[config.mk]
export PLATFORM = sky130hd
export DESIGN_NAME = ex_mem_flag_stage
export DESIGN_NICKNAME = d
export VERILOG_FILES = /design/src/rtl/ex_mem_flag_stage.sv
export SDC_FILE = /design/constraint.sdc
export NUM_CORES = 1
export LEC_CHECK = 0
export ABC_AREA = 0
export ABC_CLOCK_PERIOD_IN_PS = 3750
export CORE_MARGIN = 3
export CORE_UTILIZATION = 40
export CTS_CLUSTER_DIAMETER = 150
export DETAILED_ROUTE_END_ITERATION = 10
export GPL_ROUTABILITY_DRIVEN = 0
export GPL_TIMING_DRIVEN = 0
export PLACE_DENSITY = 0.81
export SKIP_CTS_REPAIR_TIMING = 1
export SLEW_MARGIN = 0
export SYNTH_ARGS = -nofsm -noshare
export SYNTH_HDL_FRONTEND = slang
export SYNTH_SLANG_ARGS = --single-unit
[constraint.sdc]
create_clock -name clk -period 3.75 [get_ports clk]
set_input_delay 0.75 -clock clk [delete_from_list [all_inputs] [get_ports clk]]
set_output_delay 0.75 -clock clk [all_outputs]
set_load 0.01 [all_outputs]
[src/rtl/ex_mem_flag_stage.sv]
// ex_mem_flag_stage: EX/MEM pipeline register with flag register, branch resolve and sticky ALU error; FLAG_FWD_EN forwards next flags to branch
module ex_mem_flag_stage (
  input  logic        clk,
  input  logic        rst_n,
  input  logic        ex_valid,
  input  logic [15:0] alu_out,
  input  logic [2:0]  alu_flags,
  input  logic [3:0]  alu_op,
  input  logic        alu_err,
  input  logic [15:0] st_data_in,
  input  logic [3:0]  rd_in,
  input  logic        reg_wr_in,
  input  logic        mem_rd_in,
  input  logic        mem_wr_in,
  input  logic        stall,
  input  logic        flush,
  input  logic        br_valid,
  input  logic [2:0]  br_cond,
  output logic        mem_valid,
  output logic [15:0] mem_result,
  output logic [15:0] mem_st_data,
  output logic [3:0]  mem_rd,
  output logic        mem_reg_wr,
  output logic        mem_mem_rd,
  output logic        mem_mem_wr,
  output logic [2:0]  flags_q,
  output logic        br_taken,
  output logic        err_sticky
);
  logic       cap, full_upd, z_upd, c;
  logic [2:0] flags_nx, fsel;
  always_comb begin
    cap      = ex_valid & ~stall & ~flush;
    full_upd = alu_op[3:1] == 3'b000;
    z_upd    = alu_op == 4'b0010 || alu_op[3:1] == 3'b010;
    flags_nx = full_upd ? alu_flags : z_upd ? {flags_q[2], alu_flags[1], flags_q[0]} : flags_q;
`ifdef FLAG_FWD_EN
    fsel     = cap ? flags_nx : flags_q;
`else
    fsel     = flags_q;
`endif
    c = br_cond == 3'd0 ? ~fsel[1] :
        br_cond == 3'd1 ? fsel[1] :
        br_cond == 3'd2 ? ~fsel[1] & ~fsel[0] :
        br_cond == 3'd3 ? fsel[0] :
        br_cond == 3'd4 ? fsel[1] | ~fsel[0] :
        br_cond == 3'd5 ? fsel[0] | fsel[1] :
        br_cond == 3'd6 ? fsel[2] : 1'b1;
    br_taken = br_valid & c;
  end
  always_ff @(posedge clk or negedge rst_n) begin
    if (!rst_n) begin
      mem_valid   <= 1'b0;
      mem_result  <= 16'h0000;
      mem_st_data <= 16'h0000;
      mem_rd      <= 4'h0;
      mem_reg_wr  <= 1'b0;
      mem_mem_rd  <= 1'b0;
      mem_mem_wr  <= 1'b0;
      flags_q     <= 3'b000;
      err_sticky  <= 1'b0;
    end else begin
      if (ex_valid & alu_err & ~flush) err_sticky <= 1'b1;
      if (!stall) begin
        mem_valid  <= cap;
        mem_reg_wr <= cap & reg_wr_in;
        mem_mem_rd <= cap & mem_rd_in;
        mem_mem_wr <= cap & mem_wr_in;
        if (cap) begin
          mem_result  <= alu_out;
          mem_st_data <= st_data_in;
          mem_rd      <= rd_in;
          flags_q     <= flags_nx;
        end
      end
    end
  end
endmodule

Word level (Yosys, flattened, before mapping)
Cells that the tools add are included.
{"block": "totals", "register_bits": 44, "input_bits": 56, "out_inout_bits": 45, "wordCells": 49}
{"block": "op_classes", "n_eq_ne": 8, "mux": 9, "bitwise_logic": 15, "reduce_logical": 7}
{"op": "bitwise AND 1 bit", "count": 9}
{"op": "== test 3 x 2 -> 1 bit, second input constant", "count": 3}
{"op": "== test 3 bit, second input constant", "count": 3}
{"op": "two-way mux 1 bit", "count": 7}
{"op": "zero test 3 bit", "count": 2}
{"op": "AND reduction 3 bit", "count": 2}
{"op": "== test 4 x 2 -> 1 bit, second input constant", "count": 1}
{"op": "NOT 1 bit", "count": 4}
{"op": "== test 3 x 1 -> 1 bit, second input constant", "count": 1}
{"op": "two-way mux 3 bit", "count": 1}
{"op": "two-way mux 2 bit", "count": 1}
{"op": "bitwise OR 1 bit", "count": 2}
{"op": "AND reduction 2 bit", "count": 1}
{"op": "nonzero test 2 bit", "count": 1}
{"op": "logical OR 1 bit", "count": 1}

Logic depth before layout (Yosys ltp)
{"block": "logic_depth", "word_depth": 9, "mapped_depth": 3, "depth_no_buf": 3}

Worst setup path after synthesis
OpenSTA, ideal clock, no wires.
{"block": "synth_path", "path_kind": "in2out", "start": "input br_cond[1]", "end": "output br_taken", "arrival_ns": 1.553, "required_ns": 3.000, "path_slack_ns": 1.447, "path_stages": 3, "n_path_buf": 0, "cell_sequence": "or3b_2 -> a311oi_1 -> a211oi_1"}
{"block": "synth_between", "elab_chain_len": 9, "elab_cells_between_ends": 15, "cone_classes": "eq/ne: 6; mux: 7; bitwise: 1; reduce/logical: 1"}
{"element": "from (decl)", "line": "18", "source": "input logic [2:0] br_cond,"}
{"element": "== test 3 bit", "line": "48", "source": "br_cond == 3'd6 ? fsel[2] : 1'b1;"}
{"element": "two-way mux 1 bit", "line": "48"}
{"element": "two-way mux 1 bit", "line": "47", "source": "br_cond == 3'd5 ? fsel[0] | fsel[1] :"}
{"element": "two-way mux 1 bit", "line": "46", "source": "br_cond == 3'd4 ? fsel[1] | ~fsel[0] :"}
{"element": "two-way mux 1 bit", "line": "45", "source": "br_cond == 3'd3 ? fsel[0] :"}
{"element": "two-way mux 1 bit", "line": "44", "source": "br_cond == 3'd2 ? ~fsel[1] & ~fsel[0] :"}
{"element": "two-way mux 1 bit", "line": "43", "source": "br_cond == 3'd1 ? fsel[1] :"}
{"element": "two-way mux 1 bit (*)", "line": "42", "source": "c = br_cond == 3'd0 ? ~fsel[1] :"}
{"element": "bitwise AND 1 bit (*)", "line": "49", "source": "br_taken = br_valid & c;"}
{"element": "to (decl)", "line": "27", "source": "output logic br_taken,"}
Every way passes the cells marked *; elsewhere a longest branch is shown, timed or not.

Final worst setup path
Same ends and word-level chain as after synthesis.

==> metrics.md <==
| Metric | Value |
|---|---|
| Run status | complete, no violations |
| Setup TNS | 0 ns |
| Post-route ant nets | 0 |
| RSZ-0062 raised after global routing | false |
| Grt ovf | 0 |
| Critical path fanouts, max | 5 |
| Most Frequent Cell on Critical Path | clkdlybuf4s50_1 |
| Num CTS Buffers | 5 |
| H-tree depth | 2 |
| Met2 wire length | approximately 2400 um |
| Routed wire length | 4340 um |
| Tmin final | roughly 3.4 ns |
| Top routing layer in use | met4 |
| Vias in the first global route | 1468 |
| Power Density | 461 nW/um^2 |
| Gr usage total | 17.9% |
| Drt first pass iters | 3 |
| Crit Path Class | primary input to primary output |
| WP data required | roughly 3.0 ns |
| Starting Density | 42.6% |
| Clk Tree Root Cell | clkbuf_8 |
| Rel. slew slack | 73.4% |
| Post-Synthesis Cells | 107 |
| DP Worst Slack | roughly 0.35 ns |
| DIE AREA | 5180 um^2 |
| PortBufs | 100 |
| Dpl hpwl | ~3500 um |
| Initial antenna violation count | 0 |
| Unique masters post-synth | 17 |
| Final setup skew | 0 ns |
| R2R cell count | 1 |
| Hold crit path type | primary input to asynchronous set/reset pin |
| Crit end category | primary output |
| Mean Syn Cell Area | 16.3 um^2 |
| Mean number of vias per cell | a little under 5 |
| Worst R2R Start | flags_q[1]$_DFFE_PN0P_ |
| Pin count of the biggest net entering global routing | 45 |
| Die Y | a little over 70 um |
| Detailed-route via count | 1278 |
| Area delta synth->final | 68.3% |
| Clock transition at the registers of the reported paths | approximately 0.08 ns |
| Max-slew violations | 0 |
| Core area | ~4100 um^2 |
| Clock Sinks | 44 |
| Syn_nets | between 150 and 200 |
| Critical Path AT | 2.64 ns |
| Upper clock frequency limit | a little under 300 MHz |
| Met3 WL post-DR | 263 um |
| Wl on met1 | 1610 um |
| IO Pins | a little over 100 |
| Commonest non-fill, non-tap cells in the layout | clkdlybuf4s50_1, dfrtp_1, mux2_2 |
| Commonest non-fill, non-tap cell in the layout | clkdlybuf4s50_1 |
| Routed WL per cell | ~16 um |
| DRC | 0 |
| Crit start category | primary input |
| Slew at the pin closest to its max-slew limit | 0.398 ns |
| Lkg Pwr | 1.21 nW |
| R2R Path End | flags_q[1]$_DFFE_PN0P_ |
| Layout cell share with drive strength beyond 1 | 28.2% |
| Register bit total from synthesis | between 40 and 50 |
| Final period util | approximately nine tenths |
| Cell Area, Synth | 1740 um^2 |
| Setup ws final | around 0.36 ns |
| Final nets | 271 |
| Max incr delay on CP | 0.50 ns |
| Final Hold Viols | 0 |
| Peak supply drop | between 300 and 400 uV |
| Die width | ~72 um |
| First-pass GRT wire length | around 7000 um |
| Crit-path cells | clkdlybuf4s50_1 > or3b_2 > a311oi_1 > a211oi_1 > clkdlybuf4s50_1 |
| CTS max path bufs | 2 |
| Register area share after synthesis | 63.2% |
| YS warnings | 0 |
| Ant diodes | 0 |
| Slowest cell on the critical path | or3b_2 |
| Clock latency on the worst-skew pair | 0.29 ns |
| CTS tree | yes |
| Row count | 23 |
| First DRT Iteration DRCs | 33 |
| Final setup viols | 0 |
| Max_cap viols | 0 |
| Filler cells | 275 |
| Worst R2R Setup Slack | 2.93 ns |
## worst max-delay path, delay by kind of cell
family	cells	cell delay, ns
buffers and inverters	2	0.97
AND/OR/NAND/NOR	1	0.50
AO/OA/AOI/OAI	2	0.42
## sequential cells by signal, indices dropped and copies added, names as in the netlist
register and cells:
mem_result 16, mem_st_data 16, mem_rd 4, flags_q 3
err_sticky 1, mem_mem_rd 1, mem_mem_wr 1, mem_reg_wr 1
mem_valid 1
## worst max path at each step
stage,end,startpoint,slack (ns),cells after the start
floorplan,br_taken,br_cond[1],1.45,3
global placement,br_taken,br_cond[1],0.46,5
detailed placement,br_taken,br_cond[1],0.35,5
CTS,br_taken,br_cond[1],0.35,5
global route,br_taken,br_cond[1],0.28,5
finish,br_taken,br_cond[1],0.36,5
## cells in the mapped netlist
cell / n / area (um^2)
buf_6: 4 / 45.0
nand3b_1: 1 / 7.51
o21ai_0: 2 / 10.0
or3_1: 1 / 6.26
a211oi_1: 2 / 15.0
nand2_1: 1 / 3.75
nor3_1: 1 / 5.00
or3b_2: 1 / 8.76
nand2b_1: 1 / 6.26
mux2_2: 40 / 450
dfrtp_1: 44 / 1100
inv_1: 2 / 7.51
nor3b_4: 1 / 18.8
a21o_2: 1 / 8.76
a311oi_1: 1 / 8.76
a31o_2: 1 / 8.76
a22o_2: 3 / 30.0
## area by class of cell
cell class | instances | area (um^2) | share of cell area, %
Sequential cell | 44 | 1100 | 37.6
Timing Repair Buffer | 101 | 1020 | 34.7
Multi-Input combinational cell | 57 | 588 | 20.1
Clock buffer | 5 | 68.8 | 2.35
Tap cell | 50 | 62.6 | 2.13
Buffer | 4 | 45.0 | 1.54
Clock inverter | 3 | 42.5 | 1.45
Inverter | 2 | 7.51 | 0.256
## metal layers
metal / up-vias / track usage, %
met3: 4 / 5.68
met5: - / 0
met1: 630 / 20.0
li1: 600 / -
met4: 0 / 5.43
met2: 44 / 32.6
## logic make-up after synthesis
group,share of synthesized area [%]
and+or+nand+nor,3.23
DFF,63.2
AOI/OAI and AO/OA,4.67
buffers and inverters,3.02
muxes,25.9
## through the flow
stage | instance area [um^2] | util (%) | power [W] | instances | hold WS, ns
finish | 2930 | 71.7 | 0.00135 | 266 | 0.424
global route | 2930 | 71.7 | 0.00143 | 266 | 0.432
CTS | 2930 | 71.7 | 0.00138 | 266 | 0.420
detailed placement | 2820 | 69.0 | 0.00102 | 258 | 0.472
global placement | 2810 | 68.6 | 0.000997 | 257 | 0.460
floorplan | 1740 | - | 0.000747 | 107 | 0.454
## power breakdown
part / internal, W / switching (W)
logic: 0.000267 / 0.000131
clock network: 0.000197 / 0.000153
registers: 0.000557 / 0.0000473
Power figures use the tool's default switching activity.
